`src/rtl/hex_disp_pkg.sv`:
```
// Shared definitions for the hex display arbiter: state encoding, idle word
// and the width helper used for requester indices.
package hex_disp_pkg;

    localparam logic [0:0] ST_IDLE = 1'b0;
    localparam logic [0:0] ST_SHOW = 1'b1;

    localparam logic [31:0] IDLE_DATA_DEF = 32'h0000_0000;

    function automatic int clog2(input int n);
        int r;
        r = 0;
        while ((1 << r) < n) r++;
        return r;
    endfunction

endpackage

```
`src/rtl/hex_rr_pick.sv`:
```
// Combinational round-robin picker: finds the first set req bit at or after
// start, wrapping, so the bit just below start is considered last.
module hex_rr_pick
    import hex_disp_pkg::*;
#(
    parameter int NUM_REQ = 4,
    parameter int OW      = clog2(NUM_REQ)
) (
    input  logic [NUM_REQ-1:0] req,
    input  logic [OW-1:0]      start,
    output logic               found,
    output logic [OW-1:0]      idx
);

    logic [NUM_REQ-1:0] rot;
    logic [OW-1:0]      off;
    logic [OW:0]        sum;

    always_comb begin
        // NOTE: every output of a combinational block gets a default first;
        // a path that skips an assignment would otherwise infer a latch.
        found = 1'b0;
        off   = '0;
        rot   = NUM_REQ'({req, req} >> start);
        // Descending scan so the lowest rotated offset wins.
        for (int k = NUM_REQ - 1; k >= 0; k--) begin
            if (rot[k]) begin
                found = 1'b1;
                off   = OW'(k);
            end
        end
        sum = {1'b0, start} + {1'b0, off};
        idx = (sum >= (OW+1)'(NUM_REQ)) ? OW'(sum - (OW+1)'(NUM_REQ)) : OW'(sum);
    end

endmodule

```
`src/rtl/hex_disp_arbiter.sv`:
```
// Time-sliced round-robin sharing of the 8-digit hex display between
// NUM_REQ sources; outputs feed the display driver directly.
module hex_disp_arbiter
    import hex_disp_pkg::*;
#(
    parameter int          NUM_REQ   = 4,
    parameter int          DWELL_CYC = 50_000_000,
    parameter int          CNT_W     = 26,
    parameter logic [31:0] IDLE_DATA = IDLE_DATA_DEF
) (
    input  logic                        clk,
    input  logic                        rst,
    input  logic [NUM_REQ-1:0]          req,
    input  logic [NUM_REQ*32-1:0]       data_in,
    output logic [NUM_REQ-1:0]          grant,
    output logic [clog2(NUM_REQ)-1:0]   owner,
    output logic [31:0]                 disp_data,
    output logic                        disp_en,
    output logic                        switch_pulse
);

    localparam int             OW   = clog2(NUM_REQ);
    localparam logic [CNT_W-1:0] LAST = CNT_W'(DWELL_CYC - 1);

    logic [0:0]         state;
    logic [CNT_W-1:0]   cnt;
    logic [OW-1:0]      start;
    logic               pick_found;
    logic [OW-1:0]      pick_idx;
    logic [NUM_REQ-1:0] others;
    logic               take;
    logic               release_own;
    logic [31:0]        words [NUM_REQ];

    always_comb begin
        for (int i = 0; i < NUM_REQ; i++) begin
            words[i] = data_in[32*i +: 32];
        end
    end

    // Search starts just past the owner, so the owner itself is checked last.
    assign start = (owner == OW'(NUM_REQ - 1)) ? '0 : owner + OW'(1);

    hex_rr_pick #(
        .NUM_REQ (NUM_REQ),
        .OW      (OW)
    ) u_pick (
        .req   (req),
        .start (start),
        .found (pick_found),
        .idx   (pick_idx)
    );

    // grant is zero in IDLE, so this is every request that is not the owner.
    assign others = req & ~grant;

    always_comb begin
        take        = 1'b0;
        release_own = 1'b0;
        if (state == ST_IDLE) begin
            take = pick_found;
        end else if (!req[owner]) begin
            take        = pick_found;
            release_own = !pick_found;
        end else if (cnt == LAST) begin
            take = |others;
        end
    end

    // NOTE: sequential state uses non-blocking assignments so every register
    // samples the pre-edge values regardless of statement order.
    always_ff @(posedge clk) begin
        if (rst) begin
            state        <= ST_IDLE;
            cnt          <= '0;
            grant        <= '0;
            owner        <= OW'(NUM_REQ - 1);
            disp_data    <= IDLE_DATA;
            disp_en      <= 1'b0;
            switch_pulse <= 1'b0;
        end else if (take) begin
            state        <= ST_SHOW;
            cnt          <= '0;
            grant        <= NUM_REQ'(1) << pick_idx;
            owner        <= pick_idx;
            disp_data    <= words[pick_idx];
            disp_en      <= 1'b1;
            switch_pulse <= 1'b1;
        end else if (release_own) begin
            state        <= ST_IDLE;
            cnt          <= '0;
            grant        <= '0;
            disp_data    <= IDLE_DATA;
            disp_en      <= 1'b0;
            switch_pulse <= 1'b1;
        end else begin
            switch_pulse <= 1'b0;
            if (state == ST_SHOW) begin
                disp_data <= words[owner];
                cnt       <= (cnt == LAST) ? '0 : cnt + CNT_W'(1);
            end else begin
                disp_data <= IDLE_DATA;
                cnt       <= '0;
            end
        end
    end

endmodule
```
`config.mk`:
```
export PLATFORM = sky130hd
export DESIGN_NAME = hex_disp_arbiter
export DESIGN_NICKNAME = d
export VERILOG_FILES = /design/src/rtl/hex_disp_pkg.sv /design/src/rtl/hex_rr_pick.sv /design/src/rtl/hex_disp_arbiter.sv
export SDC_FILE = /design/constraint.sdc
export NUM_CORES = 1
export LEC_CHECK = 0
export BUFFER_PORTS_ARGS = -buffer_cell sky130_fd_sc_hd__buf_2
export CORE_MARGIN = 2
export CORE_UTILIZATION = 45
export DETAILED_ROUTE_END_ITERATION = 7
export MAX_ROUTING_LAYER = met4
export PLACE_DENSITY = 0.77
export SLEW_MARGIN = 20
export SYNTH_ARGS = -nofsm -noshare
export SYNTH_HDL_FRONTEND = slang
export SYNTH_HIERARCHICAL = 1
export SYNTH_SLANG_ARGS = --single-unit
export TNS_END_PERCENT = 10
```
`constraint.sdc`:
```
create_clock -name clk -period 3.4 [get_ports clk]
set_clock_uncertainty 0.2 [all_clocks]
set_input_delay 0.34 -clock clk [delete_from_list [all_inputs] [get_ports clk]]
set_output_delay 0.34 -clock clk [all_outputs]
set_load 0.005 [all_outputs]
```
Word-level counts from Yosys, hierarchy flattened
Cells that the tools add are included.
Word-level totals
  register bits after elaboration: 66
  bits of input ports: 134
  output and inout port bits: 40
  logic and storage cells: 59
Cells by class
  add/sub/neg operators: 4
  order comparisons: 4
  equality and inequality tests: 2
  shift operators: 2
  multiplexer cells: 32
  bitwise gates (word level): 5
  reduce and logical (&&, ||, !) cells: 4
Operators with widths (number)
  $mux W32: 7
  $bmux W32 S2: 2
  $add A26 B1 Y26 const B: 1
  $eq A26 B26 Y1 const B: 1
  $mux W1: 14
  $mux W2: 6
  $ge A3 B3 Y1 const B: 3
  $mux W4: 2
  $shr A8 B2 Y4: 1
  $not A2 Y3: 2
  $reduce_or A5 Y1: 1
  $and A4 B4 Y4: 1
  $not A4 Y4: 1
  $reduce_or A4 Y1: 1
  $shl A1 B2 Y4 const A: 1
  $add A2 B2 Y3: 1
  $lt A2 B3 Y1 const B: 1
  $add A2 B1 Y2 const B: 1
  $bmux W1 S2: 1
  $eq A2 B2 Y1 const B: 1
  $reduce_bool A2 Y1: 1
  $sub A2 B1 Y2 const B: 1
  $logic_not A1 Y1: 1
  $not A1 Y1: 1

Logic depth before layout (Yosys ltp)
  word-level depth: 15
  depth in mapped cells: 13
  depth with buffers taken out: 11

Cells and area by module
The synthesis kept the hierarchy.
Modules (own cells, without submodules)
  hex_disp_arbiter: instances 1, cells each 386, area each 4327.9 sq um, sequential area each 1321.3 sq um
  hex_rr_pick: instances 1, cells each 23, area each 180.2 sq um, sequential area each 0.0 sq um

Least setup slack after synthesis
No wires, ideal clock.
  kind: reg2reg
  start: reg owner[0]
  end: reg disp_data[31]
  library setup time: 0.137 ns
  data arrival time: 3.161 ns
  data required time: 3.063 ns
  path slack: -0.097 ns
  stages on the path, launching flop included: 11
  path buffers: 4
  clock period less this slack: 3.497 ns
  cells stage by stage: dfxtp_1 -> buf_6 -> buf_1 -> nor2_1 -> o21a_1 -> ha_1 -> clkbuf_1 -> buf_2 -> mux4_2 -> inv_1 -> o22ai_2
Between the ends
  word-level cells in the longest chain between the ends: 15
  elaborated cells between the ends (all ways): 34
  classes of those cells: add/sub: 3; order compare: 1; eq/ne: 1; shift: 1; mux: 25; bitwise: 2; reduce/logical: 1
RTL lines
  from (decl): RTL line hex_disp_arbiter.sv:16  | output logic [clog2(NUM_REQ)-1:0] owner,
  from (signal assigned): RTL line hex_disp_arbiter.sv:77  | owner <= OW'(NUM_REQ - 1);
  from (signal assigned): RTL line hex_disp_arbiter.sv:85  | owner <= pick_idx;
  $add A2 B1 Y2 / $eq A2 B2 Y1 (equally long branches): RTL line hex_disp_arbiter.sv:42  | assign start = (owner == OW'(NUM_REQ - 1)) ? '0 : owner + OW'(1);
  $mux W2 (*): RTL line hex_disp_arbiter.sv:42
  net start[0]: RTL line hex_disp_arbiter.sv:27  | logic [OW-1:0] start;
  $shr A8 B2 Y4: RTL line hex_rr_pick.sv:24  | rot = NUM_REQ'({req, req} >> start);
  $mux W2 (4 in a row): RTL line hex_rr_pick.sv:27  | if (rot[k]) begin
  $add A2 B2 Y3 (*): RTL line hex_rr_pick.sv:32  | sum = {1'b0, start} + {1'b0, off};
  $ge A3 B3 Y1 / $sub A2 B1 Y2 (equally long branches): RTL line hex_rr_pick.sv:33  | idx = (sum >= (OW+1)'(NUM_REQ)) ? OW'(sum - (OW+1)'(NUM_REQ)) : OW'(sum);
  $mux W2 (*): RTL line hex_rr_pick.sv:33
  net pick_idx[0]: RTL line hex_disp_arbiter.sv:29  | logic [OW-1:0] pick_idx;
  $not A2 Y3 (implied by the code) (*): RTL line hex_disp_arbiter.sv:86  | disp_data <= words[pick_idx];
  $bmux W32 S2 (*): RTL line hex_disp_arbiter.sv:86
  $mux W32 (implied by the code) (*) (2 in a row): RTL line hex_disp_arbiter.sv:86
  $mux W32 (*): RTL line hex_disp_arbiter.sv:81  | end else if (take) begin
  to (signal assigned): RTL line hex_disp_arbiter.sv:86
  to (signal assigned): RTL line hex_disp_arbiter.sv:99  | disp_data <= words[owner];
  to (decl): RTL line hex_disp_arbiter.sv:17  | output logic [31:0] disp_data,
Mark *: on every way through the listed nets, which the timed path passes. The rest lies on a longest branch. The select of a mux whose other input is x is not followed.
A chain may end at the register's enable or synchronous reset.

Worst setup path after layout
  start: reg owner[0]
  end: reg disp_data[19]
The elaborated chain is that of the path after synthesis.

==> results.py <==
metrics = {
    "cells_and_area": {
        "drive_gt1_frac": 0.517,
        "diodes": 0,
        "n_fill_cell": 834,
        "syn2layout_area_growth_pct": 26.1,
        "nets": 712,
        "final_core_util": 0.584,
        "instances_no_fill": 713,
    },
    "place": {
        "dp.cells": 697,
        "dp_slack_ns": 0.409,
        "gp_congestion": 0.843,
        "io_buffer_count": 173,
        "dp_hpwl_um": 8970,
    },
    "worst_setup_path": {
        "r2r_slack_ns": 0.39,
        "regToRegStartpoint": "owner[0]$_SDFFE_PP1N_",
        "start_kind": "flip-flop",
        "reg2regPathDepth": 12,
        "crit_type": "flip-flop to flip-flop",
        "timing.rr.end": "disp_data[19]$_SDFF_PP0_",
        "cp_data_required_time_ns": 3.39,
        "cp.arrival_ns": 3.00,
        "end_kind": "flip-flop",
        "crit_fanout": 18,
    },
    "power": {
        "p_int_w": 0.00297,
        "seq_power_share": 0.216,
        "vdd_ir_drop_max_uv": 644,
        "p_clk_frac": 0.138,
        "p_sw_w": 0.00177,
        "switching_share": 0.374,
        "pwr_density_cell_nw_per_um2": 834,
        "leakagePower_nw": 2.56,
        "power_frac_comb": 0.646,
    },
    "timing": {
        "max-slew-margin-rel": 0.356,
        "rsz0062_at_grt": "false",
        "max_freq_mhz": 332,
        "hold_viol_final": 0,
        "maxSlewViolCount": 0,
        "worst_slack_ns": 0.392,
        "tns_ns": 0,
        "period_needed_ns": 3.01,
        "setup_viol": 0,
        "worst_slew_pin_slew_ns": 0.957,
        "post-route-period-util": 0.885,
    },
    "floorplan": {
        "rows": 36,
        "die_y_um": 104,
        "coreArea_um2": 9730,
        "io_pins": 174,
        "dieArea_um2": 10800,
        "die_w_um": 104,
        "start_util": 0.463,
    },
    "min_path": {
        "holdCritStartpoint": "rst",
        "min-delay-path-class": "input pin to flip-flop",
        "min_path_cells": 2,
        "whs_endpoint": "switch_pulse$_SDFF_PP0_",
    },
    "clock_network": {
        "clock_latency_ns": 0.34,
        "cts.sinks": 66,
        "cts_buffers": 9,
        "postCtsSetupBuffers": 0,
        "cts_root_buf": "clkbuf_8",
        "clk_pin_slew_ns": 0.07,
        "clk_path_buf_depth": 2,
        "h-tree-depth": 3,
        "cts_hold_buf": 0,
        "cts_resized": 0,
        "cts_tree": "done",
    },
    "yosys": {
        "synth_commonest_cells": "inv_1, dfxtp_1, mux4_2",
        "yosysUniqueCellTypes": 44,
        "avgSynthCellArea_um2": 11.0,
        "ys.flop_type": "dfxtp_1",
        "synth_seq_cells": 66,
        "synth_area_um2": 4510,
        "yosysTopAreaCellShare": 0.325,
        "synth_seq_area_share": 0.293,
        "synth-edff-count": 0,
        "synthTopCellsByArea": "mux4_2, dfxtp_1, o22ai_2",
        "syn_inst": 409,
        "yosysTopAreaCell": "mux4_2",
        "async_flop_share": 0,
        "synth_most_common_cell": "inv_1",
        "ys_warn_count": 6,
        "syn-num-nets": 546,
    },
    "drt": {
        "dr_total_vias": 3916,
        "drc_errors": 0,
        "drtIter0Drc": 246,
        "wl_um": 11600,
        "ant_nets": 0,
        "routedWlPerCell_um": 16.2,
        "first_pass_iters": 4,
        "vias_per_cell": 5.49,
    },
    "job": {
        "cap_viol_max_count": 0,
    },
    "global_routing": {
        "antenna_found_initial": 0,
        "grt_max_degree": 38,
        "grt_remaining_overflow": 0,
        "grt_pass1_wl_um": 19300,
        "grt_pass1_vias": 4143,
        "grt_usage": 0.229,
    },
    "outcome": {
        "status": "finished clean",
    },
}
-- power by group through the flow --
stage                     combinational, W  sequential, W  clock, W
final                              0.00306        0.00102  0.000653
after global routing               0.00334        0.00104  0.000709
after CTS                          0.00310        0.00102  0.000672
after detailed placement           0.00310        0.00104         0
after global placement             0.00301        0.00103         0
after floorplan                    0.00235        0.00106         0
-- critical path, stage by stage (launching register included) --
cell	delay, ns
dfxtp_2	0.32
ha_1	0.36
nand2b_1	0.17
a21oi_1	0.14
o22ai_1	0.09
o21a_1	0.18
ha_2	0.17
xnor2_1	0.26
xnor2_2	0.16
buf_4	0.31
mux4_2	0.36
inv_1	0.08
o22ai_2	0.07
-- flip-flops by register name (all words and copies together), names as in the netlist --
name,cells
switch_pulse,1
grant,4
owner,2
cnt,26
disp_data,32
state,1
-- cells in the final DEF (no fill, tap or decap), drive strengths merged, types with 3 or more instances in the layout --
master / netlist / final
a21oi: 4 / 4
and3: 4 / 4
and4: 3 / 3
buf: 16 / 183
clkbuf: 12 / 11
clkinv: 0 / 4
dfxtp: 66 / 66
ha: 3 / 3
inv: 69 / 69
mux4: 65 / 65
nand2: 10 / 10
nand2b: 4 / 4
nand3: 13 / 13
nand4: 7 / 7
nor2: 37 / 37
nor2b: 5 / 5
nor3: 3 / 3
o22ai: 33 / 33
o2bb2ai: 4 / 4
or4: 3 / 3
xnor2: 9 / 9
xor2: 17 / 17
-- logic make-up after synthesis --
kind of cell,count (synthesis),synth area share
AND/OR/NAND/NOR,99,0.114
buffers and inverters,97,0.0913
multiplexers,67,0.330
flip-flops,66,0.293
AO/OA/AOI/OAI,51,0.113
XOR/XNOR,26,0.0505
adder cells (fa/ha/maj),3,0.00833
-- worst max-delay path by stage --
stage,startpoint,slack [ns],endpoint
after global routing,owner[0]$_SDFFE_PP1N_,0.20,disp_data[19]$_SDFF_PP0_
after detailed placement,owner[0]$_SDFFE_PP1N_,0.41,disp_data[19]$_SDFF_PP0_
final,owner[0]$_SDFFE_PP1N_,0.39,disp_data[19]$_SDFF_PP0_
after global placement,owner[0]$_SDFFE_PP1N_,0.48,disp_data[12]$_SDFF_PP0_
after CTS,owner[0]$_SDFFE_PP1N_,0.39,disp_data[19]$_SDFF_PP0_
after floorplan,owner[0]$_SDFFE_PP1N_,0.12,disp_data[31]$_SDFF_PP0_
-- routing by layer --
layer	up-vias	wire length [um]	track usage
met2	169	6110	0.398
met3	25	704	0.0370
li1	1829	-	-
met1	1893	4450	0.256
met5	-	0	-
met4	0	303	0.111
-- final cells by class --
class	count	area (um^2)	share of cell area
clock buffer	11	141	0.0249
clock inverter	5	53.8	0.00947
multi-input combinational	246	2790	0.490
tap	133	166	0.0293
sequential	66	1320	0.233
timing repair buffer	183	953	0.168
inverter	69	259	0.0456
-- per-stage QoR --
step	cell area, um^2	hold slack (ns)	power (W)
4_1_cts	5680	0.0697	0.00480
2_1_floorplan	4510	0.230	0.00342
6_report	5680	0.0779	0.00474
3_5_place_dp	5490	0.255	0.00414
3_3_place_gp	5490	0.246	0.00404
5_1_grt	5680	0.0965	0.00509
Power figures use the tool's default switching activity.
